[config.mk]
export PLATFORM = sky130hd
export DESIGN_NAME = fft_sdf_bfly2_flat
export DESIGN_NICKNAME = d
export VERILOG_FILES = /design/src/rtl/fft_sdf_bfly2_if.sv /design/src/rtl/fft_sdf_bfly2.sv /design/src/flat_wrapper.sv
export SDC_FILE = /design/constraint.sdc
export NUM_CORES = 1
export LEC_CHECK = 0
export ABC_AREA = 1
export ABC_CLOCK_PERIOD_IN_PS = 7210
export BUFFER_PORTS_ARGS = -buffer_cell sky130_fd_sc_hd__buf_2
export CAP_MARGIN = 40
export CORE_ASPECT_RATIO = 0.5
export CORE_UTILIZATION = 55
export DETAILED_ROUTE_END_ITERATION = 8
export GPL_ROUTABILITY_DRIVEN = 0
export PLACE_DENSITY_LB_ADDON = 0.08
export SETUP_SLACK_MARGIN = 0.05
export SLEW_MARGIN = 5
export SYNTH_ARGS = -nofsm -noshare
export SYNTH_HDL_FRONTEND = slang
export SYNTH_SLANG_ARGS = --single-unit
[constraint.sdc]
create_clock -name clk -period 7.21 [get_ports clk]
set_input_delay 0.3605 -clock clk [delete_from_list [all_inputs] [get_ports clk]]
set_output_delay 0.3605 -clock clk [all_outputs]
set_load 0.005 [all_outputs]
[src/rtl/fft_sdf_bfly2_if.sv]
// Streaming port bundle for the radix-2 SDF butterfly stage: sample input side
// plus result/twiddle-hint output side.
interface fft_sdf_bfly2_if #(
    parameter int total_bits = 16,
    parameter int LOG_N      = 3
);
    logic                         ed;
    logic                         start;
    logic signed [total_bits-1:0] dr;
    logic signed [total_bits-1:0] di;
    logic signed [total_bits:0]   dor;
    logic signed [total_bits:0]   doi;
    logic                         valid;
    logic                         rdy;
    logic                         ds;
    logic                         mpyj;
    logic [LOG_N-2:0]             tw_idx;

    modport master (
        output ed, start, dr, di,
        input  dor, doi, valid, rdy, ds, mpyj, tw_idx
    );

    modport slave (
        input  ed, start, dr, di,
        output dor, doi, valid, rdy, ds, mpyj, tw_idx
    );
endinterface

[src/rtl/fft_sdf_bfly2.sv]
// Radix-2 DIF butterfly, single-path delay feedback: sums leave in phase B, differences
// are parked in the N/2 delay line and leave during the next frame's phase A.
module fft_sdf_bfly2 #(
    parameter int total_bits = 16,
    parameter int LOG_N      = 3
) (
    input logic             clk,
    input logic             rst,
    fft_sdf_bfly2_if.slave  bus
);
    localparam int N    = 1 << LOG_N;
    localparam int HALF = N / 2;
    localparam int W    = total_bits + 1;
    localparam logic [LOG_N-1:0] CntHalf = LOG_N'(HALF);
    localparam logic [LOG_N-1:0] CntLast = LOG_N'(N - 1);

    logic [LOG_N-1:0] cnt_q, cnt_d, cnt_eff;
    logic             run_q;
    logic             dvalid_q, dvalid_d;
    logic             adv, phase_b;

    logic signed [W-1:0] in_re, in_im, pop_re, pop_im, push_re, push_im;
    logic signed [W-1:0] dor_q, doi_q, dor_d, doi_d;
    logic                valid_q, valid_d, rdy_q, rdy_d, ds_q, ds_d, mpyj_q, mpyj_d;
    logic [LOG_N-2:0]    tw_q, tw_d;

    logic signed [W-1:0] dl_re [HALF];
    logic signed [W-1:0] dl_im [HALF];

    always_comb begin
        // A START sample is processed as index 0 of a fresh frame.
        cnt_eff = bus.start ? '0 : cnt_q;
        adv     = bus.ed & (bus.start | run_q);
        phase_b = cnt_eff[LOG_N-1];
        cnt_d   = cnt_eff + LOG_N'(1);

        in_re  = {bus.dr[total_bits-1], bus.dr};
        in_im  = {bus.di[total_bits-1], bus.di};
        pop_re = dl_re[HALF-1];
        pop_im = dl_im[HALF-1];

        dvalid_d = bus.start ? 1'b0 : dvalid_q;
        dor_d    = pop_re;
        doi_d    = pop_im;
        push_re  = in_re;
        push_im  = in_im;
        valid_d  = 1'b0;
        rdy_d    = 1'b0;
        ds_d     = 1'b0;
        mpyj_d   = 1'b0;
        tw_d     = '0;

        if (phase_b) begin
            dor_d   = pop_re + in_re;
            doi_d   = pop_im + in_im;
            push_re = pop_re - in_re;
            push_im = pop_im - in_im;
            valid_d = 1'b1;
            rdy_d   = (cnt_eff == CntHalf);
            if (cnt_eff == CntLast) begin
                dvalid_d = 1'b1;
            end
        end else begin
            // Differences of a frame aborted by START are flagged invalid here.
            valid_d = dvalid_d;
            tw_d    = cnt_eff[LOG_N-2:0];
            ds_d    = dvalid_d & cnt_eff[0];
            mpyj_d  = dvalid_d & cnt_eff[LOG_N-2];
        end
    end

    always_ff @(posedge clk or posedge rst) begin
        if (rst) begin
            cnt_q    <= '0;
            run_q    <= 1'b0;
            dvalid_q <= 1'b0;
            dor_q    <= '0;
            doi_q    <= '0;
            valid_q  <= 1'b0;
            rdy_q    <= 1'b0;
            ds_q     <= 1'b0;
            mpyj_q   <= 1'b0;
            tw_q     <= '0;
        end else if (adv) begin
            cnt_q    <= cnt_d;
            run_q    <= 1'b1;
            dvalid_q <= dvalid_d;
            dor_q    <= dor_d;
            doi_q    <= doi_d;
            valid_q  <= valid_d;
            rdy_q    <= rdy_d;
            ds_q     <= ds_d;
            mpyj_q   <= mpyj_d;
            tw_q     <= tw_d;
        end
    end

    // Delay line needs no reset: entries are only observed once rewritten.
    always_ff @(posedge clk) begin
        if (adv) begin
            dl_re[0] <= push_re;
            dl_im[0] <= push_im;
            for (int i = 1; i < HALF; i++) begin
                dl_re[i] <= dl_re[i-1];
                dl_im[i] <= dl_im[i-1];
            end
        end
    end

    assign bus.dor    = dor_q;
    assign bus.doi    = doi_q;
    assign bus.valid  = valid_q;
    assign bus.rdy    = rdy_q;
    assign bus.ds     = ds_q;
    assign bus.mpyj   = mpyj_q;
    assign bus.tw_idx = tw_q;
endmodule

[src/flat_wrapper.sv]
// flat-port wrapper written by rule: the top's interface ports become plain ports
module fft_sdf_bfly2_flat 
#(
    parameter int total_bits = 16,
    parameter int LOG_N      = 3
)
  (clk, rst, bus_ed, bus_start, bus_dr, bus_di, bus_dor, bus_doi, bus_valid, bus_rdy, bus_ds, bus_mpyj, bus_tw_idx);
  fft_sdf_bfly2_if #(.total_bits(total_bits), .LOG_N(LOG_N)) bus_i ();
  input logic clk;
  input logic rst;
  input wire logic [$bits(bus_i.ed)-1:0] bus_ed;
  input wire logic [$bits(bus_i.start)-1:0] bus_start;
  input wire logic [$bits(bus_i.dr)-1:0] bus_dr;
  input wire logic [$bits(bus_i.di)-1:0] bus_di;
  output wire logic [$bits(bus_i.dor)-1:0] bus_dor;
  output wire logic [$bits(bus_i.doi)-1:0] bus_doi;
  output wire logic [$bits(bus_i.valid)-1:0] bus_valid;
  output wire logic [$bits(bus_i.rdy)-1:0] bus_rdy;
  output wire logic [$bits(bus_i.ds)-1:0] bus_ds;
  output wire logic [$bits(bus_i.mpyj)-1:0] bus_mpyj;
  output wire logic [$bits(bus_i.tw_idx)-1:0] bus_tw_idx;
  assign bus_i.ed = bus_ed;
  assign bus_i.start = bus_start;
  assign bus_i.dr = bus_dr;
  assign bus_i.di = bus_di;
  assign bus_dor = bus_i.dor;
  assign bus_doi = bus_i.doi;
  assign bus_valid = bus_i.valid;
  assign bus_rdy = bus_i.rdy;
  assign bus_ds = bus_i.ds;
  assign bus_mpyj = bus_i.mpyj;
  assign bus_tw_idx = bus_i.tw_idx;
  fft_sdf_bfly2 #(.total_bits(total_bits), .LOG_N(LOG_N)) u_core (.clk(clk), .rst(rst), .bus(bus_i));
endmodule
==> results of run 1 <==
worst max-delay path: stages, from the launching register on:
cell and delay, ns:
edfxtp_1 0.41, inv_1 0.06, ha_1 0.22, fa_1 0.36
inv_1 0.09, nand3_1 0.07, nand2_1 0.18, nand4_1 0.11
nand2_1 0.18, nand2_1 0.10, nand2_1 0.07, nand2_1 0.05
nand3_1 0.07, nand2_1 0.06
worst paths after layout:
path | end | slack (ns) | cells past startpoint | startpoint
max in group asynchronous | u_core.bus.dor[8]$_DFFE_PP0P_ | 6.17 | 4 | rst
setup / recovery | u_core.dl_re[0][12]$_DFFE_PP_ | 4.93 | 13 | u_core.dl_re[3][0]$_DFFE_PP_
hold / removal | u_core.dl_im[0][12]$_DFFE_PP_ | 0.23 | 3 | bus_di[12]
setup reg to reg | u_core.dl_re[0][12]$_DFFE_PP_ | 4.93 | 13 | u_core.dl_re[3][0]$_DFFE_PP_
hold reg to reg | u_core.dl_re[3][15]$_DFFE_PP_ | 0.42 | 0 | u_core.dl_re[2][15]$_DFFE_PP_
min in group asynchronous | u_core.bus.doi[0]$_DFFE_PP0P_ | 0.51 | 3 | rst
state kept, by name, summed over array words and instances (netlist names):
signal / count
u_core.bus.ds: 1
u_core.cnt_q: 3
u_core.bus.doi: 17
u_core.run_q: 1
u_core.bus.mpyj: 1
u_core.dvalid_q: 1
u_core.dl_re: 68
u_core.bus.tw_idx: 2
u_core.bus.dor: 17
u_core.dl_im: 68
u_core.bus.rdy: 1
u_core.bus.valid: 1
cells by family after synthesis:
family / synth area share (%)
AND/OR/NAND/NOR: 23.9
AO/OA/AOI/OAI: 8.06
buffers and inverters: 7.79
XOR/XNOR: 0.932
adder cells (fa/ha/maj): 8.88
flip-flops: 50.4
synth_stat cells:
cell | instances | area share [%]
nand2_1 | 360 | 13
edfxtp_1 | 136 | 40
inv_1 | 115 | 4.2
nor2_1 | 107 | 3.9
nand3_1 | 85 | 4.1
ha_1 | 67 | 8.1
a21oi_1 | 54 | 2.6
dfrtp_1 | 45 | 11
inv_2 | 33 | 1.2
buf_2 | 23 | 1.1
o21ai_0 | 23 | 1.1
o21ai_1 | 22 | 1.1
a21oi_2 | 13 | 1.1
o22ai_1 | 11 | 0.67
xor2_1 | 11 | 0.93
nand2_2 | 9 | 0.54
buf_4 | 8 | 0.58
nand4_1 | 7 | 0.42
nor2_2 | 7 | 0.42
clkbuf_1 | 6 | 0.22
o211ai_1 | 6 | 0.44
and2_1 | 4 | 0.24
buf_6 | 4 | 0.44
fa_1 | 4 | 0.77
nand3_2 | 4 | 0.39
o21a_1 | 4 | 0.29
a21o_1 | 3 | 0.22
nor2_4 | 3 | 0.33
nor3_1 | 3 | 0.15
a31oi_1 | 2 | 0.12
clkinv_1 | 2 | 0.073
nor4_1 | 2 | 0.12
o21ai_2 | 2 | 0.17
o21bai_1 | 2 | 0.15
or2_1 | 2 | 0.12
or2_2 | 2 | 0.12
o211ai_2 | 1 | 0.12
area by class of cell:
type	instances	area [um^2]	share of cell area [%]
repair buffers	82	475	4.13
inverters	150	568	4.93
multi-input cells	820	4330	37.6
clock inverters	8	80.1	0.696
well taps	240	300	2.61
flip-flops and latches	181	5210	45.3
clock buffers	24	546	4.74
layer usage:
| metal | global-route usage [%] | wire [um] | up-vias |
|---|---|---|---|
| met5 | 0 | 0 | - |
| met4 | 6.19 | 238 | 0 |
| met3 | 4.48 | 1240 | 22 |
| met2 | 38.4 | 10000 | 200 |
| met1 | 36.8 | 11300 | 3690 |
| li1 | - | - | 4004 |
stage by stage:
stage,cells,cell area (um^2),power (W),util [%],worst slack (ns)
2_1_floorplan,1192,10300,0.00161,-,4.53
3_3_place_gp,1469,10800,0.00174,58.8,4.40
3_5_place_dp,1472,10900,0.00175,59.1,4.87
4_1_cts,1505,11500,0.00271,62.6,4.97
5_1_grt,1505,11500,0.00283,62.6,4.75
6_report,1505,11500,0.00269,62.6,4.93
power breakdown:
part           switching, W  internal [W]  leakage, nW
Clock              0.000388      0.000568        0.313
Sequential        0.0000418       0.00122         1.88
Combinational      0.000315      0.000164         3.24
Total              0.000745       0.00195         5.43
==> results.md, run 1 <==
- Setup tns final: 0 ns
- Drt initial violations: 595
- Die X: 196 um
- Post-CTS Hold Buffers: 1
- Outcome: complete, no violations
- Hold Crit Class: in2reg
- Initial antenna violation count: 0
- Total grt overflow: 0
- Vias in the first global route: 7599
- Pre-antenna DRT Iters: 5
- Commonest non-fill, non-tap cell in the layout: nand2_1
- CTS buffer count: 17
- Final setup viols: 0
- Row count: 35
- DRC viols: 0
- Fmax: 439 MHz
- Leakage power total: 5.43 nW
- Clock sinks: 181
- Die Ht: 98.9 um
- GRT Overall Usage: 25.0%
- Power Density: 234 nW/um^2
- Endpoints failing hold: 0
- Gate Count Post-Synth: 1192
- Setup Skew: 0.0130 ns
- Post CTS Setup Buffer Count: 0
- Post-layout nets: 1359
- Routed WL per cell: 15.2 um
- Most frequent cells in the layout: nand2_1 (360), edfxtp_1 (136), inv_1 (114)
- Area growth syn-to-layout: 11.4%
- Startpoint Class: register
- Seq/Total Area, Yosys: 50.4%
- CTS tree: built
- Share of post-route cells with drive strength above 1: 14.8%
- Post-Synthesis Cell Area: 10300 um^2
- CP Data Arrival Time: 2.46 ns
- Initial Util: 56.2%
- Vias per std cell: 5.26
- Min Tclk post-route: 2.28 ns
- Worst endpoint required time: 7.40 ns
- Slew at the pin closest to its max-slew limit: 0.873 ns
- Clock root cell: clkbuf_16
- WS Path Type: reg2reg
- Clk Latency, worst-skew pair: 0.43 ns
- CTS Buffer Depth: 2
- First-pass GRT wire length: 37800 um
- Mean post-synth cell area: 8.67 um^2
- Clock Pin Slew Worst Setup and Hold Paths: 0.07 ns
- Worst setup EP type: register
- Fill count: 1574
- Io pins: 76
- CORE AREA: 18400 um^2
- Final antenna-violating net count: 0
- Unrepaired setup endpoints after global routing: no
- WL final: 22900 um
- Final worst-path cycle share: 31.6%
- Rel. slew slack: 41.7%
- DIE AREA: 19400 um^2
- Number of diodes: 0
- Synth Register Bits: 181
- Maximum VDD drop: 202 uV
- Synth warn: 0
- Max Cap Violations: 0
- CP max FO: 4
- Largest net degree at the start of global routing: 82
- H-tree levels: 4
- CTS resizes: 0
- Max Slew Vio Count: 0
- Synth Net Count: 1299
- DP HPWL: 16200 um
- Post-synth cell types: 37
- Vias: 7916
- WHS: 0.235 ns
- I/O Buffers: 75
No activity file was read; power rests on OpenSTA's default activity.
==> inputs of run 2 (changes only) <==
--- a/config.mk
+++ b/config.mk
@@ -6,7 +6,7 @@
 export NUM_CORES = 1
 export LEC_CHECK = 0
 export ABC_AREA = 1
-export ABC_CLOCK_PERIOD_IN_PS = 7210
+export ABC_CLOCK_PERIOD_IN_PS = 2000
 export BUFFER_PORTS_ARGS = -buffer_cell sky130_fd_sc_hd__buf_2
 export CAP_MARGIN = 40
 export CORE_ASPECT_RATIO = 0.5
==> constraint.sdc (replaced) <==
create_clock -name clk -period 2 [get_ports clk]
set_input_delay 0.1 -clock clk [delete_from_list [all_inputs] [get_ports clk]]
set_output_delay 0.1 -clock clk [all_outputs]
set_load 0.005 [all_outputs]
==> results.md, run 2 (same netlist as run 1, synthesis figures left out) <==
- Outcome: finished with violations
- DP HPWL: 17100 um
- Clk Latency, worst-skew pair: 0.44 ns
- Power Density: 807 nW/um^2
- Clock Pin Slew Worst Setup and Hold Paths: 0.07 ns
- Fmax: 495 MHz
- Area growth syn-to-layout: 25.1%
- GRT Overall Usage: 26.4%
- Initial antenna violation count: 0
- Worst setup EP type: register
- Unrepaired setup endpoints after global routing: yes
- Maximum VDD drop: 652 uV
- Failing checks: setup timing
- Post-layout nets: 1449
- Placed cell area: 11300 um^2
- Share of post-route cells with drive strength above 1: 27.0%
- Final antenna-violating net count: 0
- Vias: 8605
- Top Registers: u_core.dl_im x68, u_core.dl_re x68
- Pre-antenna DRT Iters: 5
- DRC viols: 0
- Worst path slowest cell: edfxtp_1
- Largest net degree at the start of global routing: 68
- Min Tclk post-route: 2.02 ns
- Max Cap Violations: 0
- Final worst-path cycle share: 101%
- Final instance area: 12900 um^2
- Routed WL per cell: 15.8 um
- Most frequent cells in the layout: nand2_1 (325), edfxtp_1 (136), inv_1 (110)
- Clock root cell: clkbuf_16
- Vias per std cell: 5.39
- First-pass GRT wire length: 39500 um
- Total grt overflow: 0
- CTS buffer count: 17
- Setup slack at placement: -0.100 ns
- CTS tree: built
- Final worst slack: -0.0188 ns
- Setup tns final: -0.0292 ns
- I/O Buffers: 75
- Final setup viols: 3
- Io pins: 76
- Rel. slew slack: 56.0%
- Hold path cells: 3
- Commonest non-fill, non-tap cell in the layout: nand2_1
- CP delay by family, top: adder cells
- CORE AREA: 18400 um^2
- H-tree levels: 4
- CP Data Arrival Time: 2.21 ns
- CTS Buffer Depth: 2
- WL final: 25200 um
- Cell depth of the worst setup path: 12
- Startpoint Class: register
- Endpoints failing hold: 0
- Clock sinks: 181
- Leakage power total: 5.93 nW
- CP max FO: 3
- Drt initial violations: 679
- WP buf/inv: 3
- Setup Skew: 0.0126 ns
- Worst path cell trace: inv_2 > ha_4 > fa_2 > inv_2 > nand3_2 > nand2_2 > nand4_1 > nand2_2 > buf_4 > nand2_1 > nand2_1 > o22ai_1
- DIE AREA: 19400 um^2
- Row count: 35
- Slew at the pin closest to its max-slew limit: 0.658 ns
- Die X: 196 um
- WS Path Type: reg2reg
- Max Slew Vio Count: 0
- Worst endpoint required time: 2.19 ns
- Critical Path Max Stage Delay: 0.42 ns
- Vias in the first global route: 8064
- Worst R2R Path Depth: 12
- Number of diodes: 0
- Initial Util: 56.2%
- Hold Crit Class: in2reg
- Die Ht: 98.9 um
run 2: changes by cell type in the layout (fill, tap and decap cells not counted), moves of 6 or more:
cell           before  now
buf_6               0    6
buf_4               3   76
ha_1               67   35
nand3_2             4   13
nand2_4             0    6
nand3_1            85   73
nand2_1           360  325
ha_4                0   28
dlygate4sd3_1       1   11
nand2_2             9   38
run 2: area by class of cell:
cell class | count | area [um^2]
multi-input combinational | 820 | 5000
sequential | 181 | 5210
inverter | 150 | 568
timing repair buffer | 172 | 1200
fill | 1384 | 5460
clock inverter | 15 | 228
tap | 240 | 300
clock buffer | 17 | 425
run 2: worst reg2reg max path: stages (launching register included):
cell,delay (ns)
edfxtp_1,0.42
inv_2,0.07
ha_4,0.17
fa_2,0.35
inv_2,0.08
nand3_2,0.06
nand2_2,0.10
nand4_1,0.10
nand2_2,0.13
buf_4,0.13
nand2_1,0.04
nand2_1,0.06
o22ai_1,0.06
run 2: repair_timing:
action,4_1_cts,5_1_grt
buffers inserted,2,23
gates resized for setup,28,112
pin swaps,4,39
endpoints found under the setup margin,27,46
hold buffers,11,0
hold endpoints to repair,39,0
run 2: metal layers:
layer | global-route usage, % | part of all wire, %
met1 | 38.0 | 47
met2 | 40.4 | 45
met3 | 5.34 | 6.1
met4 | 7.81 | 1.5
met5 | 0 | 0
run 2: worst paths after layout:
path	start	to	slack (ns)
setup / recovery	u_core.dl_re[3][0]$_DFFE_PP_	u_core.dl_re[0][8]$_DFFE_PP_	-0.02
hold / removal	bus_dr[12]	u_core.dl_re[0][12]$_DFFE_PP_	0.02
setup reg to reg	u_core.dl_re[3][0]$_DFFE_PP_	u_core.dl_re[0][8]$_DFFE_PP_	-0.02
hold reg to reg	u_core.dl_re[2][8]$_DFFE_PP_	u_core.dl_re[3][8]$_DFFE_PP_	0.42
max in group asynchronous	rst	u_core.bus.doi[2]$_DFFE_PP0P_	1.12
min in group asynchronous	rst	u_core.bus.dor[5]$_DFFE_PP0P_	0.30
run 2: where the power goes:
group          total [W]  switching [W]  internal, W
sequential       0.00453       0.000144      0.00439
combinational    0.00221        0.00131     0.000892
clock            0.00370        0.00148      0.00223
total             0.0104        0.00293      0.00751
run 2: stage by stage:
| stage | std cells | utilization [%] | power (W) | hold WS, ns |
|---|---|---|---|---|
| after global placement | 1527 | 61.4 | 0.00640 | 0.219 |
| after floorplan | 1192 | - | 0.00581 | 0.286 |
| after detailed placement | 1527 | 61.4 | 0.00644 | 0.236 |
| final | 1595 | 70.3 | 0.0104 | 0.0213 |
| after CTS | 1572 | 66.2 | 0.0102 | 0.00856 |
| after global routing | 1595 | 70.3 | 0.0109 | 0.0432 |
==> inputs of run 3 (changes only) <==
--- a/config.mk
+++ b/config.mk
@@ -11,6 +11,7 @@
 export CAP_MARGIN = 40
 export CORE_ASPECT_RATIO = 0.5
 export CORE_UTILIZATION = 55
+export CTS_BUF_LIST = sky130_fd_sc_hd__clkbuf_4 sky130_fd_sc_hd__clkbuf_8
 export DETAILED_ROUTE_END_ITERATION = 8
 export GPL_ROUTABILITY_DRIVEN = 0
 export PLACE_DENSITY_LB_ADDON = 0.08
==> results.md, run 3 (same netlist as run 1, synthesis figures left out) <==
- Max Cap Violations: 0
- Worst endpoint required time: 2.39 ns
- Worst R2R Path Depth: 13
- Final antenna-violating net count: 0
- Final worst-path cycle share: 99.1%
- Vias: 8571
- Post-layout nets: 1459
- I/O Buffers: 75
- WS Path Type: reg2reg
- Unrepaired setup endpoints after global routing: yes
- Top Registers: u_core.dl_im x68, u_core.dl_re x68
- CP max FO: 4
- CTS buffer count: 17
- Final core occ: 69.4%
- Largest net degree at the start of global routing: 68
- Total grt overflow: 0
- First-pass GRT wire length: 39100 um
- CTS tree: built
- Most frequent cells in the layout: nand2_1 (328), edfxtp_1 (136), inv_1 (108)
- Slew at the pin closest to its max-slew limit: 0.655 ns
- Share of post-route cells with drive strength above 1: 27.0%
- Fmax: 505 MHz
- Clock root cell: clkbuf_8
- Hold path cells: 3
- Setup Skew: 0.0112 ns
- Die Ht: 98.9 um
- Rel. slew slack: 56.3%
- H-tree levels: 4
- Initial antenna violation count: 0
- Clock Pin Slew Worst Setup and Hold Paths: 0.09 ns
- Hold_sp: bus_dr[1]
- WL final: 24900 um
- Hold Crit Class: in2reg
- Number of diodes: 0
- Final setup viols: 0
- CORE AREA: 18400 um^2
- Area growth syn-to-layout: 23.5%
- Io pins: 76
- Commonest non-fill, non-tap cell in the layout: nand2_1
- Startpoint Class: register
- Min Tclk post-route: 1.98 ns
- Power Density: 751 nW/um^2
- Vias in the first global route: 8011
- R2r setup slk: 0.02 ns
- Worst r2r dst: u_core.bus.dor[16]$_DFFE_PP0P_
- Outcome: complete, no violations
- CTS Buffer Depth: 2
- Drt initial violations: 750
- Fill count: 1433
- Vias per std cell: 5.34
- DRC viols: 0
- DIE AREA: 19400 um^2
- Routed WL per cell: 15.5 um
- CP Data Arrival Time: 2.37 ns
- Clock sinks: 181
- Row count: 35
- DP HPWL: 17100 um
- Leakage power total: 5.86 nW
- Maximum VDD drop: 519 uV
- Hold Path End: u_core.dl_re[0][1]$_DFFE_PP_
- Max Slew Vio Count: 0
- Initial Util: 56.2%
- Endpoints failing hold: 0
- GRT Overall Usage: 26.1%
- Clk Latency, worst-skew pair: 0.49 ns
- Setup tns final: 0 ns
- Pre-antenna DRT Iters: 5
- Die X: 196 um
- Worst setup EP type: register
- Worst R2R Start: u_core.dl_re[3][0]$_DFFE_PP_
==> run 3: layout make-up <==
cell class | instances | area [um^2] | share of cell area [%]
flip-flops and latches | 181 | 5210 | 40.8
clock buffers | 17 | 234 | 1.83
clock inverters | 15 | 228 | 1.78
multi-input cells | 820 | 4930 | 38.6
well taps | 240 | 300 | 2.35
inverters | 150 | 568 | 4.45
repair buffers | 182 | 1300 | 10.2
==> run 3: timing repair <==
| item | in CTS | in global routing |
|---|---|---|
| gates cloned | 0 | 0 |
| resized for setup | 27 | 101 |
| buffers inserted | 4 | 25 |
| hold buffers | 17 | 0 |
| pin swaps | 4 | 24 |
| hold endpoints to repair | 47 | 0 |
| setup endpoints to repair | 27 | 45 |
==> run 3: how the worst max path moves through the flow <==
stage / start / endpoint / slack, ns
final: u_core.dl_re[3][0]$_DFFE_PP_ / u_core.bus.dor[16]$_DFFE_PP0P_ / 0.02
after global routing: u_core.dl_re[3][0]$_DFFE_PP_ / u_core.dl_re[0][16]$_DFFE_PP_ / -0.08
after floorplan: u_core.run_q$_DFFE_PP0P_ / u_core.dl_im[0][0]$_DFFE_PP_ / 0.06
after global placement: u_core.dl_re[3][0]$_DFFE_PP_ / u_core.dl_re[0][14]$_DFFE_PP_ / -0.04
after CTS: u_core.dl_re[3][0]$_DFFE_PP_ / u_core.dl_re[0][8]$_DFFE_PP_ / 0.04
after detailed placement: u_core.dl_im[3][0]$_DFFE_PP_ / u_core.dl_im[0][12]$_DFFE_PP_ / -0.10
==> run 3: per-stage QoR <==
step | setup WS [ns] | power, W | hold WS (ns) | std cells | cell area, um^2
6_report | 0.0188 | 0.00959 | 0.0556 | 1605 | 12800
5_1_grt | -0.0829 | 0.0101 | 0.0436 | 1605 | 12800
4_1_cts | 0.0381 | 0.00937 | 0.00670 | 1580 | 12000
2_1_floorplan | 0.0565 | 0.00581 | 0.286 | 1192 | 10300
3_3_place_gp | -0.0444 | 0.00640 | 0.219 | 1527 | 11300
3_5_place_dp | -0.100 | 0.00644 | 0.236 | 1527 | 11300
==> run 3: per-layer routing <==
metal / track usage [%] / routed length (um) / up-vias
met3: 5.34 / 1500 / 47
met1: 37.4 / 11900 / 4036
met5: 0 / 0 / -
li1: - / - / 4205
met4: 8.05 / 469 / 0
met2: 39.9 / 11000 / 283
==> run 3: worst max-delay path, stage by stage, from the launching register on <==
cell and delay (ns):
edfxtp_1 0.44, buf_4 0.17, ha_4 0.17, fa_2 0.40, nand2_2 0.09, nand3_2 0.09, nand2_2 0.08, nand2_2 0.08
nand2_2 0.08, nand2_1 0.05, nand2_1 0.05, nand3_1 0.07, nand2_1 0.08, nand2_1 0.05
==> run 3: where the power goes <==
group          internal (W)  switching, W  leakage, nW
registers           0.00438      0.000142         1.88
clock network       0.00150       0.00136        0.227
logic              0.000906       0.00131         3.75
total               0.00678       0.00281         5.86
